--- src/rtl/sync_gray_ptr.sv ---
// Gray-coded pointer synchronizer for async FIFO crossings, with binary conversion,
// change strobe and illegal-transition detection. Define SYNC_ERR_CNT_EN to add err_cnt_o.
module sync_gray_ptr #(
    parameter int unsigned PTR_WIDTH = 4,
    parameter int unsigned SYNC      = 2,
    parameter int unsigned ERR_CNT_W = 8
) (
    input  logic                 clk,
    input  logic                 rst_n,
    input  logic [PTR_WIDTH-1:0] data_i,
    input  logic                 err_clr_i,
    output logic [PTR_WIDTH-1:0] ptr_gray_o,
    output logic [PTR_WIDTH-1:0] ptr_bin_o,
    output logic                 changed_o,
    output logic                 err_o
`ifdef SYNC_ERR_CNT_EN
    ,
    output logic [ERR_CNT_W-1:0] err_cnt_o
`endif
);

    localparam int unsigned C_SYNC = (SYNC < 2) ? 2 : SYNC;

    if (PTR_WIDTH < 2 || PTR_WIDTH > 16 || ERR_CNT_W < 1) begin : g_bad_param
        $error("sync_gray_ptr: PTR_WIDTH must be 2..16 and ERR_CNT_W at least 1");
    end

    logic [PTR_WIDTH-1:0] sync_q [C_SYNC];
    logic [PTR_WIDTH-1:0] g_s;
    logic [PTR_WIDTH-1:0] bin_c;
    logic [PTR_WIDTH-1:0] diff_c;
    logic                 illegal_c;

    // Plain flop chain: no logic between stages so each bit resolves independently.
    always_ff @(posedge clk or negedge rst_n) begin
        if (!rst_n) begin
            for (int unsigned i = 0; i < C_SYNC; i++) begin
                sync_q[i] <= '0;
            end
        end else begin
            sync_q[0] <= data_i;
            for (int unsigned i = 1; i < C_SYNC; i++) begin
                sync_q[i] <= sync_q[i-1];
            end
        end
    end

    assign g_s = sync_q[C_SYNC-1];

    // Gray to binary: each binary bit is the XOR of all Gray bits at or above it.
    always_comb begin
        bin_c                = '0;
        bin_c[PTR_WIDTH-1]   = g_s[PTR_WIDTH-1];
        for (int i = int'(PTR_WIDTH) - 2; i >= 0; i--) begin
            bin_c[i] = bin_c[i+1] ^ g_s[i];
        end
    end

    // More than one bit set in the difference means a non-Gray step.
    assign diff_c    = g_s ^ ptr_gray_o;
    assign illegal_c = (diff_c & (diff_c - PTR_WIDTH'(1))) != '0;

    always_ff @(posedge clk or negedge rst_n) begin
        if (!rst_n) begin
            ptr_gray_o <= '0;
            ptr_bin_o  <= '0;
            changed_o  <= 1'b0;
            err_o      <= 1'b0;
        end else begin
            ptr_gray_o <= g_s;
            ptr_bin_o  <= bin_c;
            changed_o  <= (diff_c != '0);
            err_o      <= illegal_c | (err_o & ~err_clr_i);
        end
    end

`ifdef SYNC_ERR_CNT_EN
    localparam logic [ERR_CNT_W-1:0] CNT_MAX = '1;

    // Saturating count; a clear coinciding with a new error leaves a count of one.
    always_ff @(posedge clk or negedge rst_n) begin
        if (!rst_n) begin
            err_cnt_o <= '0;
        end else if (err_clr_i) begin
            err_cnt_o <= illegal_c ? ERR_CNT_W'(1) : '0;
        end else if (illegal_c && (err_cnt_o != CNT_MAX)) begin
            err_cnt_o <= err_cnt_o + ERR_CNT_W'(1);
        end
    end
`endif

endmodule

--- config.mk ---
export PLATFORM = sky130hd
export DESIGN_NAME = sync_gray_ptr
export DESIGN_NICKNAME = d
export VERILOG_FILES = /design/src/rtl/sync_gray_ptr.sv
export SDC_FILE = /design/constraint.sdc
export NUM_CORES = 1
export LEC_CHECK = 0
export ABC_CLOCK_PERIOD_IN_PS = 3300
export CELL_PAD_IN_SITES_DETAIL_PLACEMENT = 2
export CELL_PAD_IN_SITES_GLOBAL_PLACEMENT = 2
export CORE_UTILIZATION = 31
export DETAILED_ROUTE_END_ITERATION = 10
export PLACE_DENSITY = 0.85
export SYNTH_ARGS = -nofsm -noshare
export SYNTH_HDL_FRONTEND = slang
export SYNTH_SLANG_ARGS = --single-unit
export TNS_END_PERCENT = 1
--- constraint.sdc ---
create_clock -name clk -period 3.3 [get_ports clk]
set_input_delay 0.33 -clock clk [delete_from_list [all_inputs] [get_ports clk]]
set_output_delay 0.33 -clock clk [all_outputs]
set_load 0.1 [all_outputs]
==> impl_results.md <==
- DIE AREA: about 1900 um^2
- NumNets Final: a little under 60
- Failing checks: DRC
- Relative contribution of combinational cells to total power: 27.4%
- Global-route wire length before repair: ~1300 um
- Run status: finished, violations left
- Number of diodes added for antenna fixing: 0
- Net switching share of the total power: roughly 35%
- Layout cell share with drive strength beyond 1: 6.00%
- Worst setup EP type: primary output
- Clock network latency to the later pin of the worst-skew pair: approximately 0.28 ns
- Required time of the critical path: between 2 and 3 ns
- Worst setup path startpoint: ptr_bin_o[3]
- Crit path largest cell delay: roughly 1.1 ns
- Post-synthesis share of cell area spent on full adders, half adders and majority gates: 0%
- Switching power summed over all nets: about 160 uW
- Number of violations of the max-capacitance limit: 0
- Number of slew-limit violations in the final report: 0
- Number of cells on the critical path: 1
- IR Drop Worst-Case VDD: approximately 0.31 mV
- Mapped Avg Cell Area: ~17 um^2
- Root buffer cell: clkbuf_4
- R2r worst-path depth: 2
- TritonCTS clock tree: built
- Overall via count from detail_route: between 300 and 400
- Proportion of power drawn by the clock network: a little under a quarter
- Register share of total power: about 50%
- DRT iter0 DRCs: 3
- Area growth from synthesis to layout: 37.4%
- Compound-cell area share of the yosys netlist: 3.29%
- Part of the Yosys area used for sequential elements: 80.0%
- Startpoint of the most critical hold path: sync_q[5]
- Crit path kind: reg2out
- Cell area after technology mapping: 532 um^2
- Number of instances in the synthesized netlist: 31
- Power density cells: between 600 and 700 nW/um^2
- Classification of the worst-slack hold path: reg2reg
- Setup repair after global routing missed its margin: no
- Worst Hold Path Cells: 0
- Maximum fanout encountered on the critical timing path: 3
- Least-Margin Pin Slew: slightly below 1 ns
- Die Width: between 40 and 50 um
- Count of hold-fix buffers inserted at cts: 0
- CTS HTree Levels: 1
- Final worst clock skew: around 0.0018 ns
- Placer's final routability congestion estimate: between 0.6 and 0.7
- Pin count of the biggest net entering global routing: 18
- Parity-gate share of the synthesized area counting xor and xnor cells: between 10 and 15%
- Cts bufs inserted: 3
- Total of warnings raised by yosys: 0
- CP top delay family: buffers and inverters
- Largest family of logic cells by synthesized area: XOR/XNOR gates
- Highest clock rate: between 0.4 and 0.5 GHz
- Crit Reg-Reg Startpoint: g_s[0]
- Buf/Inv on CP: 1
- Clock-pin slew of the registers on the worst-case setup and hold paths: ~0.09 ns
- Number of global-route vias before repair: approximately 330
- Post-placement setup slack: roughly 1.5 ns
- Post-route minimum period: ~2.1 ns
- Setup Fix Bufs, Post-CTS: 0
- Final clock period utilization by the worst path: 64.9%
- Average wire length per cell after detail routing: between 10 and 15 um
- Cell with the largest stage delay on the worst path: clkdlybuf4s50_1
- Number of hold violations in the final report: 0
- Final setup viols: 0
- Synth Area in Simple Gates: around 3.8%
- Number of optimization iterations in the first detailed-route pass: 6
- Flip-flop and latch area: 425 um^2
- Core Box Area: ~1600 um^2
- Synthesized net count: 38
- Clock Sink Count: 17
- Initial antenna violation count: 0
- Internal power: between 300 and 400 uW
- Total Neg Setup Slack: 0 ns
- Buffers from clock root to sink, at most: 2
- Antenna viol nets, final: 0
- Count of fill cells added during filler insertion: 145
- Chain of cells forming the critical path: clkdlybuf4s50_1
- Number of placement rows: 14
- Number of distinct library cells after synthesis: 8
- Drc violations: 2
- Number of gates given a new drive strength after cts: 0
- Leakage Power: between 0.0003 and 0.0004 uW
- Multiplexer area fraction after synthesis: 0%
- Number of flip-flops and latches in the synthesized netlist: 17
- Critical Path AT: 1.81 ns
- Total routed wirelength: slightly above 800 um
- Sum of overflow across all layers after global routing: 0
- Final worst setup slack: about 1.2 ns
- Port bufs: 16
- Overall power consumption: 465 uW
- Multi-input combinational cell area: about 99 um^2
- Number of I/O pins: 17
- Setup crit start kind: register
- Effective utilization at floorplan: ~34%
- Headroom to the max-slew limit: around a third
- Die H: between 40 and 50 um
- All-Layer GR Usage: between 10% and 20%
- Setup slack of the most critical reg-to-reg path: roughly 2 ns
- Via-to-Cell Ratio: approximately 4.8
## Yosys cell counts
master	instances	area, um^2
dfrtp_1	17	425
xor2_1	7	61.3
o21ai_0	2	10.0
a22oi_1	1	7.51
buf_4	1	7.51
nand2b_1	1	6.26
nand4_1	1	6.26
or4_1	1	7.51
## area by class of cell
cell class / instances / area share, %
timing repair buffer: 16 / 21.9
sequential: 17 / 58.2
tap: 16 / 2.74
clock buffer: 4 / 3.60
multi-input combinational: 13 / 13.5
## placed cells by master, fill, tap and decap left out
cell type,Yosys,layout
xor2_1,7,7
clkbuf_4,0,3
clkbuf_1,0,1
o21ai_0,2,2
a22oi_1,1,1
or4_1,1,1
nand4_1,1,1
nand2b_1,1,1
clkdlybuf4s50_1,0,16
dfrtp_1,17,17
## state kept, by name, summed over array words and instances (netlist names)
register,cells
g_s,4
ptr_bin_o,4
sync_q,4
ptr_gray_o,3
changed_o,1
err_o,1
## cell families after synthesis
group,after synthesis
flops,17
xor+xnor,7
compound gates,3
simple gates,3
buf+inv,1
## metrics by stage
| step | area, um^2 | cells | hold WS (ns) | util [%] |
|---|---|---|---|---|
| final | 731 | 66 | 0.356 | 46.9 |
| after global routing | 731 | 66 | 0.363 | 46.9 |
| after CTS | 731 | 66 | 0.359 | 46.9 |
| after detailed placement | 704 | 62 | 0.338 | 45.2 |
| after global placement | 704 | 62 | 0.334 | 45.2 |
| after floorplan | 532 | 31 | 0.0344 | - |
## per-layer routing
metal | part of all wire (%) | global-route usage, % | vias up
li1 | - | - | 138
met1 | 39 | 11.1 | 164
met2 | 55 | 16.7 | 12
met3 | 5.6 | 5.00 | 0
met4 | 0 | 5.63 | 0
met5 | 0 | 0 | -
## worst paths after layout
check,end
min in group asynchronous,g_s[0]
worst max register to register,changed_o
max in group asynchronous,changed_o
worst max-delay path,ptr_gray_o[3]
worst min-delay path,g_s[1]
worst min register to register,g_s[1]
## power by group through the flow
stage,Sequential [uW],Combinational (uW),Clock [uW]
5_1_grt,232,132,122
3_5_place_dp,236,129,0
6_report,231,127,107
2_1_floorplan,309,18.4,0
3_3_place_gp,234,128,0
4_1_cts,231,129,112
No activity file was read; power rests on OpenSTA's default activity.
